<file path="src/rtl/sqrt_newton_iter_pkg.sv">
// Shared widths, state encoding and constants for the square-root refinement stage.
package sqrt_pkg;
    localparam int N_W    = 20;
    localparam int SEED_W = 17;
    localparam int ROOT_W = 10;

    // No 20-bit radicand has a root at or above this value, so it is a safe upper seed.
    localparam logic [N_W-1:0] SEED_FALLBACK = 20'd1024;
    localparam logic [N_W-1:0] ROOT_MAX      = 20'd1023;

    typedef enum logic [2:0] {
        S_IDLE,
        S_LOAD,
        S_DIV,
        S_UPDATE,
        S_DONE
    } state_t;
endpackage

</file>
<file path="src/rtl/sqrt_newton_iter_if.sv">
// Request/response bundle between the requester and the Newton refinement stage.
interface sqrt_newton_iter_if;
    import sqrt_pkg::*;

    logic              start;
    logic [N_W-1:0]    val_in;
    logic [SEED_W-1:0] init_value;
    logic              busy;
    logic              done;
    logic [ROOT_W-1:0] root;
    logic              ovf;

    modport master (
        output start, val_in, init_value,
        input  busy, done, root, ovf
    );

    modport slave (
        input  start, val_in, init_value,
        output busy, done, root, ovf
    );
endinterface

</file>
<file path="src/rtl/sqrt_newton_iter_seq_divider.sv">
// Unsigned restoring divider, one quotient bit per cycle; the first bit is resolved on the go edge.
module seq_divider
    import sqrt_pkg::*;
#(
    parameter int DATA_W = N_W
) (
    input  logic              clk,
    input  logic              rst,
    input  logic              go,
    input  logic [DATA_W-1:0] dividend,
    input  logic [DATA_W-1:0] divisor,
    output logic              busy,
    output logic              q_valid,
    output logic [DATA_W-1:0] quotient
);
    localparam int C_W = $clog2(DATA_W + 1);

    typedef struct packed {
        logic [DATA_W-1:0] rem;
        logic [DATA_W-1:0] quo;
    } step_t;

    logic [DATA_W-1:0] rem_r;
    logic [DATA_W-1:0] quo_r;
    logic [DATA_W-1:0] dvs_r;
    logic [C_W-1:0]    cnt_r;
    logic              q_valid_r;
    step_t             step_nxt;

    function automatic step_t div_step(input logic [DATA_W-1:0] rem,
                                       input logic [DATA_W-1:0] quo,
                                       input logic [DATA_W-1:0] dvs);
        logic [DATA_W:0] trial;
        logic [DATA_W:0] diff;
        step_t           r;
        trial = {rem, quo[DATA_W-1]};
        diff  = trial - {1'b0, dvs};
        if (trial >= {1'b0, dvs}) begin
            r.rem = diff[DATA_W-1:0];
            r.quo = {quo[DATA_W-2:0], 1'b1};
        end else begin
            r.rem = trial[DATA_W-1:0];
            r.quo = {quo[DATA_W-2:0], 1'b0};
        end
        return r;
    endfunction

    always_comb begin
        step_nxt = go ? div_step('0, dividend, divisor) : div_step(rem_r, quo_r, dvs_r);
    end

    always_ff @(posedge clk or posedge rst) begin
        if (rst) begin
            rem_r     <= '0;
            quo_r     <= '0;
            dvs_r     <= '0;
            cnt_r     <= '0;
            q_valid_r <= 1'b0;
        end else begin
            q_valid_r <= 1'b0;
            if (go) begin
                rem_r <= step_nxt.rem;
                quo_r <= step_nxt.quo;
                dvs_r <= divisor;
                cnt_r <= C_W'(DATA_W - 1);
            end else if (cnt_r != '0) begin
                rem_r     <= step_nxt.rem;
                quo_r     <= step_nxt.quo;
                cnt_r     <= cnt_r - C_W'(1);
                q_valid_r <= (cnt_r == C_W'(1));
            end
        end
    end

    assign busy     = (cnt_r != '0);
    assign q_valid  = q_valid_r;
    assign quotient = quo_r;
endmodule

</file>
<file path="src/rtl/sqrt_newton_iter.sv">
// Newton-Raphson integer square-root refinement: x <- (x + N/x) / 2 until it stops decreasing.
module sqrt_newton_iter
    import sqrt_pkg::*;
#(
    parameter int MAX_ITER = 24
) (
    input logic               clk,
    input logic               rst,
    sqrt_newton_iter_if.slave bus
);
    localparam int K_W = $clog2(MAX_ITER + 1);

    state_t            state, state_nxt;
    logic [N_W-1:0]    n_r, n_nxt;
    logic [N_W-1:0]    x_r, x_nxt;
    logic [K_W-1:0]    k_r, k_nxt;
    logic              ovf_it_r, ovf_it_nxt;
    logic              done_r;
    logic [ROOT_W-1:0] root_r;
    logic              ovf_r;

    logic              launch;
    logic              div_go;
    logic [N_W-1:0]    div_divisor;
    logic              div_busy;
    logic              div_valid;
    logic [N_W-1:0]    div_q;
    logic [N_W:0]      sum;
    logic [N_W-1:0]    y;

    function automatic logic [ROOT_W-1:0] sat_root(input logic [N_W-1:0] v);
        return (v > ROOT_MAX) ? ROOT_MAX[ROOT_W-1:0] : v[ROOT_W-1:0];
    endfunction

    seq_divider #(.DATA_W(N_W)) u_div (
        .clk      (clk),
        .rst      (rst),
        .go       (div_go),
        .dividend (n_r),
        .divisor  (div_divisor),
        .busy     (div_busy),
        .q_valid  (div_valid),
        .quotient (div_q)
    );

    assign div_go = launch && !div_busy;
    assign sum    = {1'b0, x_r} + {1'b0, div_q};
    assign y      = sum[N_W:1];

    always_comb begin
        state_nxt   = state;
        n_nxt       = n_r;
        x_nxt       = x_r;
        k_nxt       = k_r;
        ovf_it_nxt  = ovf_it_r;
        launch      = 1'b0;
        div_divisor = x_r;
        case (state)
            S_IDLE: begin
                // The done cycle still belongs to the finished run, so no accept there.
                if (bus.start && !done_r) begin
                    n_nxt      = bus.val_in;
                    x_nxt      = {{(N_W-SEED_W){1'b0}}, bus.init_value};
                    k_nxt      = '0;
                    ovf_it_nxt = 1'b0;
                    state_nxt  = S_LOAD;
                end
            end
            S_LOAD: begin
                if (n_r == '0) begin
                    x_nxt     = '0;
                    state_nxt = S_DONE;
                end else begin
                    if (x_r == '0) begin
                        x_nxt       = SEED_FALLBACK;
                        div_divisor = SEED_FALLBACK;
                    end
                    launch    = 1'b1;
                    state_nxt = S_DIV;
                end
            end
            S_DIV: begin
                if (div_valid) state_nxt = S_UPDATE;
            end
            S_UPDATE: begin
                k_nxt = k_r + K_W'(1);
                // First step is unconditional so a low seed ends up at or above the root.
                if (k_r == '0) begin
                    x_nxt       = y;
                    div_divisor = y;
                    launch      = 1'b1;
                    state_nxt   = S_DIV;
                end else if (y >= x_r) begin
                    state_nxt = S_DONE;
                end else begin
                    x_nxt = y;
                    if (k_nxt == K_W'(MAX_ITER)) begin
                        ovf_it_nxt = 1'b1;
                        state_nxt  = S_DONE;
                    end else begin
                        div_divisor = y;
                        launch      = 1'b1;
                        state_nxt   = S_DIV;
                    end
                end
            end
            S_DONE: begin
                state_nxt = S_IDLE;
            end
            default: state_nxt = S_IDLE;
        endcase
    end

    always_ff @(posedge clk or posedge rst) begin
        if (rst) begin
            state    <= S_IDLE;
            n_r      <= '0;
            x_r      <= '0;
            k_r      <= '0;
            ovf_it_r <= 1'b0;
            done_r   <= 1'b0;
            root_r   <= '0;
            ovf_r    <= 1'b0;
        end else begin
            state    <= state_nxt;
            n_r      <= n_nxt;
            x_r      <= x_nxt;
            k_r      <= k_nxt;
            ovf_it_r <= ovf_it_nxt;
            done_r   <= (state == S_DONE);
            if (state == S_DONE) begin
                root_r <= sat_root(x_r);
                ovf_r  <= ovf_it_r || (x_r > ROOT_MAX);
            end
        end
    end

    assign bus.busy = (state != S_IDLE) || done_r;
    assign bus.done = done_r;
    assign bus.root = root_r;
    assign bus.ovf  = ovf_r;
endmodule
</file>
<file path="src/flat_wrapper.sv">
// flat-port wrapper written by rule: the top's interface ports become plain ports
module sqrt_newton_iter_flat import sqrt_pkg::*;
#(
    parameter int MAX_ITER = 24
)
  (clk, rst, bus_start, bus_val_in, bus_init_value, bus_busy, bus_done, bus_root, bus_ovf);
  sqrt_newton_iter_if bus_i ();
  input logic clk;
  input logic rst;
  input wire logic [$bits(bus_i.start)-1:0] bus_start;
  input wire logic [$bits(bus_i.val_in)-1:0] bus_val_in;
  input wire logic [$bits(bus_i.init_value)-1:0] bus_init_value;
  output wire logic [$bits(bus_i.busy)-1:0] bus_busy;
  output wire logic [$bits(bus_i.done)-1:0] bus_done;
  output wire logic [$bits(bus_i.root)-1:0] bus_root;
  output wire logic [$bits(bus_i.ovf)-1:0] bus_ovf;
  assign bus_i.start = bus_start;
  assign bus_i.val_in = bus_val_in;
  assign bus_i.init_value = bus_init_value;
  assign bus_busy = bus_i.busy;
  assign bus_done = bus_i.done;
  assign bus_root = bus_i.root;
  assign bus_ovf = bus_i.ovf;
  sqrt_newton_iter #(.MAX_ITER(MAX_ITER)) u_core (.clk(clk), .rst(rst), .bus(bus_i));
endmodule
</file>
<file path="config.mk">
export PLATFORM = sky130hd
export DESIGN_NAME = sqrt_newton_iter_flat
export DESIGN_NICKNAME = d
export VERILOG_FILES = /design/src/rtl/sqrt_newton_iter_pkg.sv /design/src/rtl/sqrt_newton_iter_if.sv /design/src/rtl/sqrt_newton_iter_seq_divider.sv /design/src/rtl/sqrt_newton_iter.sv /design/src/flat_wrapper.sv
export SDC_FILE = /design/constraint.sdc
export NUM_CORES = 1
export LEC_CHECK = 0
export ABC_AREA = 1
export BUFFER_PORTS_ARGS = -buffer_cell sky130_fd_sc_hd__buf_2
export CAP_MARGIN = 20
export CORE_MARGIN = 2
export CORE_UTILIZATION = 56
export DETAILED_ROUTE_END_ITERATION = 16
export GPL_TIMING_DRIVEN = 0
export MAX_ROUTING_LAYER = met4
export PLACE_DENSITY = 0.81
export SYNTH_ARGS = -nofsm -noshare
export SYNTH_HDL_FRONTEND = slang
export SYNTH_SLANG_ARGS = --single-unit
</file>
<file path="constraint.sdc">
create_clock -name clk -period 4.5 [get_ports clk]
set_input_delay 0.225 -clock clk [delete_from_list [all_inputs] [get_ports clk]]
set_output_delay 0.225 -clock clk [all_outputs]
set_load 0.02 [all_outputs]
</file>
==> metrics, run 1 <==
status finished with violations; failing checks hold timing, setup timing; CP max-delay cell dfrtp_2; Ports 53; DIE AREA 0.0170 mm2; root buf cell clkbuf_16; Hold Crit Class input pin to flop; commonest non-fill, non-tap cell in the layout nand2_1; Antenna Cells 0; Layout Nets 1489; H-tree levels 4; area grow syn2layout 26.6%; row count 46; register area share after synthesis 0.355; slew at the pin with the worst max-slew slack 0.737 ns; Wirelength per Cell 18.1 um; chip width 131 um; Yosys top cell by area dfrtp_1; Routability Congestion 0.996; 1st-pass router iterations 5; Starting Density 0.568; Final Util 0.720; Via Count 9265; setup violators final 20; main combinational cell family by area after synthesis simple AND/OR/NAND/NOR gates; WS Path Type flop to flop; first-pass GRT wire length 44900 um; CP max stage delay 0.46 ns; share of cells above drive strength 1 0.224; Max Root-Sink Buffers 2; CP required 4.79 ns; ys async rst share 1.00; via/cell ratio 5.75; Post-synth EDFFs 0; Post-Route Skew 0.0263 ns; Avg Cell Area, Syn 7.21 um2; initial antenna violation count 0; Synth Net Count 1351; GRT Util Overall 0.357; Critical Path End Type flop; Synth cell types 51; Detail Route Antenna Nets 0; DIE HEIGHT 131 um; ranking of synthesized cells by area dfrtp_1 (35%), nand2_1 (16%), ha_1 (9.1%); Top Family by Delay on Critical Path simple AND/OR/NAND/NOR gates; IO buf count 52; Critical Path AT 5.08 ns; crit path time final 4.79 ns; YS warnings 0; multiplexer share of the synthesized area 0; worst hold-check slack -0.00416 ns; vias in the first global route 8681; RSZ-0062 raised after global routing true; Worst Path Buf+Inv 6; Post-Synth XOR/XNOR Area 0.0361; CTS tree done; most frequent cells in the layout nand2_1 (344), inv_1 (148), dfrtp_1 (114), o21ai_0 (98), nor2_1 (70); FF+latch count, synth 127; largest net degree at the start of global routing 67; Total Wirelength 29100 um; startpoint types flop; Post-Synth Simple-Gate Area 0.275; CTS sink count 127; period utilisation layout 1.06; Reg clk slew, reported paths 0.06 ns; Clock Latency Late Sink 0.45 ns; Slew headroom 0.509; global route total overflow 0; worst setup slack after layout -0.291 ns; Synth Area in Compound Gates 0.154; number of remaining DRC errors 0; post-synthesis adder-cell area fraction 0.0952; Post-DP HPWL 20300 um; Crit Path Max Fanout 8; top cell type's share of synthesized area 0.355; fin. max-slew vios 0; commonest register cell after synthesis dfrtp_1; Achievable Freq 0.209 GHz; synthesized area 0.00896 mm2; max_cap viols 0; Hold Vio Cnt, Final 1; Core Area 0.0158 mm2; clock buffer count from CTS 17; Synth Instances 1244; initial DRC count 962
## area by class of cell
| type | count | area [um2] |
|---|---|---|
| Multi-Input combinational cell | 920 | 5690 |
| Inverter | 164 | 628 |
| Fill cell | 1264 | 4420 |
| Tap cell | 216 | 270 |
| Buffer | 34 | 168 |
| Clock buffer | 17 | 425 |
| Clock inverter | 15 | 143 |
| Timing Repair Buffer | 118 | 828 |
| Sequential cell | 127 | 3190 |
## tightest hold or removal path, stage by stage
cell and delay (ns):
buf_2 0.08, nand2_1 0.04, nand2_1 0.06
## per-layer routing
layer	global-route usage	vias to the layer above	share of wire	routed length, um
li1	-	4342	-	-
met1	0.476	4375	0.42	12200
met2	0.535	454	0.46	13300
met3	0.0651	94	0.083	2410
met4	0.161	0	0.040	1180
met5	-	-	0	0
## worst paths after layout
| kind | start | endpoint | slack, ns | depth (start not counted) |
|---|---|---|---|---|
| max in group asynchronous | rst | u_core.x_r[9]$_DFFE_PP0P_ | 3.34 | 4 |
| min reg2reg | u_core.state[2]$_DFFE_PP0P_ | u_core.state[0]$_DFFE_PP0P_ | 0.48 | 1 |
| max | u_core.u_div.quotient[14]$_DFFE_PP0P_ | u_core.u_div.rem_r[8]$_DFFE_PP0P_ | -0.29 | 33 |
| min in group asynchronous | rst | u_core.u_div.cnt_r[2]$_DFFE_PP0P_ | 0.40 | 3 |
| max reg2reg | u_core.u_div.quotient[14]$_DFFE_PP0P_ | u_core.u_div.rem_r[8]$_DFFE_PP0P_ | -0.29 | 33 |
| min | bus_val_in[17] | u_core.n_r[17]$_DFFE_PP0P_ | -0.004 | 3 |
## cells by family (layout without fill, tap and decap cells)
kind of cell	count (synthesis)	in the layout
AND/OR/NAND/NOR	572	573
AO/OA/AOI/OAI	243	243
buffers and inverters	198	348
flip-flops	127	127
adder cells (fa/ha/maj)	67	67
XOR/XNOR	37	37
## cells in the mapped netlist (3+ instances only)
library cell	number
nand2_1	374
inv_1	159
dfrtp_1	127
o21ai_0	108
nor2_1	83
a21oi_1	68
ha_1	65
nand3_1	41
clkbuf_1	23
xor2_1	23
nand4_1	17
nand2_2	14
xnor2_1	14
o221ai_1	12
nor3_1	11
o21ai_1	11
o211ai_1	10
nor2_2	8
a21o_1	7
a22o_1	7
buf_2	6
nor4_1	5
nand3_4	4
o22ai_1	4
buf_1	3
inv_2	3
nand3b_1	3
## repair_timing
item                                    CTS  global route
gates cloned                              1             0
setup buffers                            34            15
endpoints found under the setup margin   81            71
endpoints found under the hold margin    76             0
hold buffers                             16             0
gates resized for setup                 111            67
pin swaps                                35            34
## metrics by stage
step | worst slack [ns] | TNS, ns | instance area [um2] | std cells
finish | -0.291 | -4.52 | 11300 | 1611
floorplan | 0.00231 | 0 | 8960 | 1244
CTS | -0.130 | -1.82 | 11000 | 1596
detailed placement | -1.24 | -59.02 | 9530 | 1513
global route | -0.458 | -8.53 | 11300 | 1611
global placement | -1.14 | -127.23 | 9500 | 1512
## flip-flops by register name (all words and copies together), names as in the netlist
| signal | count |
|---|---|
| u_core.k_r | 5 |
| u_core.u_div.q_valid | 1 |
| u_core.ovf_it_r | 1 |
| u_core.state | 3 |
| u_core.bus.ovf | 1 |
| u_core.u_div.rem_r | 20 |
| u_core.bus.root | 10 |
| u_core.x_r | 20 |
| u_core.bus.done | 1 |
| u_core.u_div.quotient | 20 |
| u_core.n_r | 20 |
| u_core.u_div.dvs_r | 20 |
| u_core.u_div.cnt_r | 5 |
Power of run 1 is left out: the tool's default activity adds up to more than one toggle a clock period on the data nets, which glitch-free logic cannot reach.
==> run 2, diff against run 1 <==
==> constraint.sdc (replaced) <==
create_clock -name clk -period 4.5 [get_ports clk]
set_input_delay 0.9 -clock clk [delete_from_list [all_inputs] [get_ports clk]]
set_output_delay 0.9 -clock clk [all_outputs]
set_load 0.02 [all_outputs]
==> run 2 against run 1 <==
- the flow finishes with violations (setup timing)
- clock skew down 0.0056 ns
- cell count is 0.99% lower
- non-clock buffer count down 16
- critical endpoint unchanged
==> metrics, run 2 (same netlist as run 1, synthesis figures left out) <==
Detail Route Antenna Nets 0 (unchanged); CP Launch Point u_core.u_div.quotient[14]$_DFFE_PP0P_ (unchanged); commonest non-fill, non-tap cell in the layout nand2_1 (unchanged); Clock Latency Late Sink 0.44 ns (was 0.45 ns); Critical Path AT 5.12 ns (was 5.08 ns); Achievable Freq 0.207 GHz (was 0.209 GHz); via/cell ratio 5.75 (about the same); 1st-pass router iterations 5 (unchanged); period utilisation layout 1.07 (was 1.06); Via Count 9169 (was 9265); CTS tree done (unchanged); row count 46 (unchanged); fin. max-slew vios 0 (unchanged); Antenna Cells 0 (unchanged); initial antenna violation count 0 (unchanged); crit path time final 4.83 ns (was 4.79 ns); reg-to-reg slack, setup -0.33 ns (was -0.29 ns); GRT Util Overall 0.352 (was 0.357); RR Startpoint u_core.u_div.quotient[14]$_DFFE_PP0P_ (unchanged); root buf cell clkbuf_16 (unchanged); Max Root-Sink Buffers 2 (unchanged); CP required 4.79 ns (about the same); Hold Crit Class flop to flop (was input pin to flop); WS Path Type flop to flop (unchanged); Hold Vio Cnt, Final 0 (was 1); Layout Nets 1473 (was 1489); Hold-fix buffers, CTS 0 (was 16); Core Area 0.0158 mm2 (unchanged); most frequent cells in the layout nand2_1 (344), inv_1 (148), dfrtp_1 (114), o21ai_0 (98), nor2_1 (70) (unchanged); Filler cells 1299 (was 1264); status finished with violations (unchanged); Ports 53 (unchanged); Reg clk slew, reported paths 0.06 ns (about the same); Routability Congestion 0.996 (unchanged); Crit Path Max Fanout 8 (unchanged); CP max-delay cell dfrtp_2 (unchanged); failing checks setup timing (was hold timing, setup timing); worst setup path endpoint u_core.u_div.rem_r[8]$_DFFE_PP0P_ (unchanged); initial DRC count 897 (was 962); DIE HEIGHT 131 um (unchanged); slew at the pin with the worst max-slew slack 0.731 ns (was 0.737 ns); post-route insts no fill 1595 (was 1611); vias in the first global route 8550 (was 8681); CP max stage delay 0.47 ns (was 0.46 ns); FF-to-FF path depth 33 (unchanged); number of remaining DRC errors 0 (unchanged); Starting Density 0.568 (unchanged); worst setup slack after layout -0.327 ns (was -0.291 ns); Wirelength per Cell 18.0 um (was 18.1 um); share of cells above drive strength 1 0.226 (was 0.224); setup violators final 21 (was 20); Slew headroom 0.512 (was 0.509); DIE AREA 0.0170 mm2 (unchanged); Critical Path End Type flop (unchanged); Post-Route Skew 0.0207 ns (was 0.0263 ns); startpoint types flop (unchanged); CTS sink count 127 (unchanged); RSZ-0062 raised after global routing true (unchanged); IO buf count 52 (unchanged); max_cap viols 0 (unchanged); first-pass GRT wire length 44300 um (was 44900 um); H-tree levels 4 (unchanged); clock buffer count from CTS 17 (unchanged); chip width 131 um (unchanged); Hold Startpoint u_core.state[2]$_DFFE_PP0P_ (was bus_val_in[17]); dpl cells 1513 (unchanged); Worst R2R End u_core.u_div.rem_r[8]$_DFFE_PP0P_ (unchanged); global route total overflow 0 (unchanged); largest net degree at the start of global routing 67 (unchanged); area grow syn2layout 24.8% (was 26.6%); Post-DP HPWL 20300 um (unchanged); Total Wirelength 28700 um (was 29100 um)
## run 2: changes by cell type in the layout (fill, tap and decap cells not counted)
cell           previous run  this run
dlygate4sd3_1            16         0
## run 2: worst min path at each step
stage,cells after the start,endpoint,slack [ns]
after floorplan,1,u_core.u_div.q_valid$_DFF_PP0_,0.43
after global placement,1,u_core.state[0]$_DFFE_PP0P_,0.45
after detailed placement,1,u_core.state[0]$_DFFE_PP0P_,0.46
after CTS,1,u_core.state[0]$_DFFE_PP0P_,0.47
after global routing,1,u_core.state[0]$_DFFE_PP0P_,0.52
final,1,u_core.state[0]$_DFFE_PP0P_,0.48
## run 2: per-layer routing
metal,global-route usage,part of all wire,vias to the layer above
met1,0.472,0.42,4325
met4,0.161,0.043,0
met5,-,0,-
met3,0.0651,0.087,91
met2,0.523,0.45,439
li1,-,-,4314
## run 2: critical path, delay by kind of cell, from the launching register on
kind / cells / cell delay [ns]
compound gates: 4 / 0.41
simple gates: 17 / 2.12
flops: 1 / 0.47
xor+xnor: 2 / 0.37
buf+inv: 6 / 0.46
fa+ha+maj: 4 / 0.87
## run 2: cell type report
class                           count  area, um2  area share
Tap cell                          216        270      0.0242
Clock buffer                       17        425      0.0380
Sequential cell                   127       3190       0.285
Buffer                             34        168      0.0150
Multi-Input combinational cell    920       5690       0.509
Timing Repair Buffer              102        668      0.0597
Clock inverter                     15        143      0.0127
Inverter                          164        628      0.0561
## run 2: repair_timing
item | 4_1_cts | 5_1_grt
endpoints found under the setup margin | 81 | 71
setup buffers | 34 | 15
gates resized for setup | 111 | 67
endpoints found under the hold margin | 0 | 0
pin swaps | 35 | 34
cloned | 1 | 0
## run 2: through the flow
stage               hold WS [ns]  TNS (ns)  cell area, um2  utilization  setup slack, ns
finish                     0.484     -5.30           11200        0.710           -0.327
global route               0.518     -8.53           11200        0.710           -0.458
CTS                        0.472     -1.82           10800        0.688           -0.130
detailed placement         0.461    -59.02            9530        0.604            -1.24
global placement           0.451   -212.96            9500        0.602            -1.25
floorplan                  0.432         0            8960            -          0.00231
Power of run 2 is left out for the same reason.
==> run 3, diff against run 2 <==
--- a/config.mk
+++ b/config.mk
@@ -9,11 +9,12 @@
 export BUFFER_PORTS_ARGS = -buffer_cell sky130_fd_sc_hd__buf_2
 export CAP_MARGIN = 20
 export CORE_MARGIN = 2
-export CORE_UTILIZATION = 56
+export CORE_UTILIZATION = 57
 export DETAILED_ROUTE_END_ITERATION = 16
 export GPL_TIMING_DRIVEN = 0
 export MAX_ROUTING_LAYER = met4
-export PLACE_DENSITY = 0.81
+export PLACE_DENSITY = 0.82
 export SYNTH_ARGS = -nofsm -noshare
 export SYNTH_HDL_FRONTEND = slang
+export SYNTH_HIERARCHICAL = 1
 export SYNTH_SLANG_ARGS = --single-unit
==> run 3 against run 2 <==
- the run still ends with setup timing left
- critical path type unchanged
- synthesized area rose by 9.4%
- worst setup slack got worse by 0.0094 ns
- synthesized cell count rose by 16%
- first-iteration DRC count rose by 36%
- via count rose by 13%
- global-route usage rose by 1.4 points
- critical path depth fell by 4
- cell count rose by 12%
- die area rose by 7.2%
- core utilization rose by 0.49 points
- register-to-register slack barely moved
- cell area rose by 6.6%
- largest cell class unchanged
==> metrics, run 3 <==
Layout Nets 1658 (was 1473); Post-synth top cells nand2_1 (446), inv_1 (221), dfrtp_1 (127) (was nand2_1 (374), inv_1 (159), dfrtp_1 (127)); crit path time final 4.84 ns (was 4.83 ns); Top Family by Delay on Critical Path simple AND/OR/NAND/NOR gates (unchanged); vias in the first global route 9605 (was 8550); row count 47 (was 46); Antenna Cells 0 (unchanged); Ports 53 (unchanged); largest net degree at the start of global routing 43 (was 67); FF+latch count, synth 127 (unchanged); Hold-fix buffers, CTS 0 (unchanged); commonest register cell after synthesis dfrtp_1 (unchanged); Post-synth EDFFs 0 (unchanged); Yosys top cell by area dfrtp_1 (unchanged); root buf cell clkbuf_16 (unchanged); Via Count 10400 (was 9169); commonest non-fill, non-tap cell in the layout nand2_1 (unchanged); via/cell ratio 5.82 (was 5.75); chip width 135 um (was 131 um); startpoint types flop (unchanged); setup violators final 21 (unchanged); Crit Path Max Fanout 8 (unchanged); Reg clk slew, reported paths 0.06 ns (about the same); GRT Util Overall 0.366 (was 0.352); Synth Instances 1444 (was 1244); number of remaining DRC errors 0 (unchanged); Post-Route Skew 0.0177 ns (was 0.0207 ns); Clock Latency Late Sink 0.44 ns (about the same); first-pass GRT wire length 50100 um (was 44300 um); Worst Path Buf+Inv 1 (was 6); area grow syn2layout 21.7% (was 24.8%); Synth Net Count 1552 (was 1351); Total Wirelength 32200 um (was 28700 um); H-tree levels 4 (unchanged); CTS tree done (unchanged); slew at the pin with the worst max-slew slack 0.611 ns (was 0.731 ns); Filler cells 1354 (was 1299); Avg Cell Area, Syn 6.79 um2 (was 7.21 um2); Max Root-Sink Buffers 2 (unchanged); Synth cell types 49 (was 51); WS Path Type flop to flop (unchanged); Routability Congestion 1.05 (was 0.996); share of cells above drive strength 1 0.204 (was 0.226); most frequent cells in the layout nand2_1 (425), inv_1 (214), dfrtp_1 (117), nand3_1 (98), nor2_1 (81) (was nand2_1 (344), inv_1 (148), dfrtp_1 (114), o21ai_0 (98), nor2_1 (70)); initial antenna violation count 0 (unchanged); top cell type's share of synthesized area 0.324 (was 0.355); max_cap viols 0 (unchanged); 1st-pass router iterations 6 (was 5); cell mode on critical path nand2_1; Detail Route Antenna Nets 0 (unchanged); most common cell in the netlist nand2_1 (unchanged); Achievable Freq 0.207 GHz (about the same); Critical Path AT 5.16 ns (was 5.12 ns); worst setup slack after layout -0.337 ns (was -0.327 ns); Hold Vio Cnt, Final 0 (unchanged); CP max stage delay 0.48 ns (was 0.47 ns); YS warnings 6 (was 0); initial DRC count 1219 (was 897); clock buffer count from CTS 17 (unchanged); worst hold-check slack 0.491 ns (was 0.484 ns); Slew headroom 0.589 (was 0.512); Hold Crit Class input pin to asynchronous set/reset pin (was flop to flop); failing checks setup timing (unchanged); DIE AREA 0.0183 mm2 (was 0.0170 mm2); register area share after synthesis 0.324 (was 0.355); DIE HEIGHT 135 um (was 131 um); global route total overflow 0 (unchanged); Post-DP HPWL 22800 um (was 20300 um); CP max-delay cell dfrtp_2 (unchanged); period utilisation layout 1.07 (about the same); Starting Density 0.587 (was 0.568); Wirelength per Cell 18.1 um (was 18.0 um); ys async rst share 1.00 (unchanged); synthesized area 0.00981 mm2 (was 0.00896 mm2); CTS sink count 127 (unchanged); CP required 4.82 ns (was 4.79 ns); status finished with violations (unchanged); Core Area 0.0167 mm2 (was 0.0158 mm2); RSZ-0062 raised after global routing true (unchanged); Critical Path End Type flop (unchanged); IO buf count 52 (unchanged); ranking of synthesized cells by area dfrtp_1 (32%), nand2_1 (17%), inv_1 (8.5%) (was dfrtp_1 (35%), nand2_1 (16%), ha_1 (9.1%)); fin. max-slew vios 0 (unchanged)
-- run 3: changes by cell type after synthesis, sizes merged, moves of 10 or more --
cell	delta
and2	+10
nand3	+64
xor2	-12
nor2	+17
buf	+12
inv	+71
o21ai	-19
nand2	+68
clkbuf	-10
nand3b	+18
-- run 3: worst register-to-register path: cells and delay by family (launching register included) --
kind	cells	cell delay [ns]
buf+inv	1	0.21
flops	1	0.48
fa+ha+maj	2	0.55
compound gates	6	1.23
simple gates	20	2.25
-- run 3: final timing paths --
kind / cells past startpoint / slack, ns / start / to
max in group asynchronous: 3 / 3.32 / rst / u_core/u_div/dvs_r[15]$_DFFE_PP0P_
setup reg to reg: 29 / -0.34 / u_core/x_r[11]$_DFFE_PP0P_ / u_core/u_div/rem_r[0]$_DFFE_PP0P_
min in group clk: 1 / 0.51 / u_core/u_div/cnt_r[3]$_DFFE_PP0P_ / u_core/u_div/cnt_r[3]$_DFFE_PP0P_
setup / recovery: 29 / -0.34 / u_core/x_r[11]$_DFFE_PP0P_ / u_core/u_div/rem_r[0]$_DFFE_PP0P_
hold / removal: 2 / 0.49 / rst / u_core/n_r[14]$_DFFE_PP0P_
hold reg to reg: 1 / 0.51 / u_core/u_div/cnt_r[3]$_DFFE_PP0P_ / u_core/u_div/cnt_r[3]$_DFFE_PP0P_
-- run 3: logic make-up after synthesis --
family / synth area share
adders and majority gates: 0.0883
DFF: 0.324
buffers and inverters: 0.114
and+or+nand+nor: 0.335
xor gates and xnor gates: 0.0161
AOI/OAI and AO/OA: 0.122
-- run 3: final cells by class --
| cell class | instances | area, um2 | area share |
|---|---|---|---|
| inverter | 237 | 903 | 0.0757 |
| tap | 220 | 275 | 0.0231 |
| timing repair buffer | 86 | 574 | 0.0481 |
| clock inverter | 14 | 193 | 0.0161 |
| multi-input combinational | 1044 | 6090 | 0.510 |
| buffer | 36 | 258 | 0.0216 |
| clock buffer | 18 | 439 | 0.0368 |
| sequential | 127 | 3190 | 0.267 |
| timing repair inverter | 1 | 7.51 | 0.000629 |
-- run 3: what timing repair did --
| action | in CTS | in global routing |
|---|---|---|
| setup buffers | 22 | 9 |
| pin swaps | 30 | 43 |
| endpoints found under the hold margin | 0 | 0 |
| resized for setup | 99 | 62 |
| endpoints found under the setup margin | 66 | 61 |
| gates cloned | 1 | 1 |
-- run 3: per-stage QoR --
| stage | setup WS (ns) | util | area, um2 | setup TNS, ns | cells |
|---|---|---|---|---|---|
| after floorplan | 0.330 | - | 9810 | 0 | 1444 |
| after global placement | -0.947 | 0.619 | 10300 | -41.18 | 1716 |
| after detailed placement | -0.983 | 0.622 | 10400 | -42.83 | 1718 |
| after CTS | -0.0191 | 0.696 | 11600 | -0.0562 | 1773 |
| after global routing | -0.423 | 0.714 | 11900 | -6.95 | 1783 |
| final | -0.337 | 0.714 | 11900 | -4.79 | 1783 |
-- run 3: routing by layer --
metal / share of wire / routed length, um / global-route usage
met2: 0.46 / 14800 / 0.575
met3: 0.081 / 2620 / 0.0434
met5: 0 / 0 / -
met4: 0.030 / 973 / 0.115
met1: 0.43 / 13800 / 0.501
Power of run 3 is left out for the same reason.
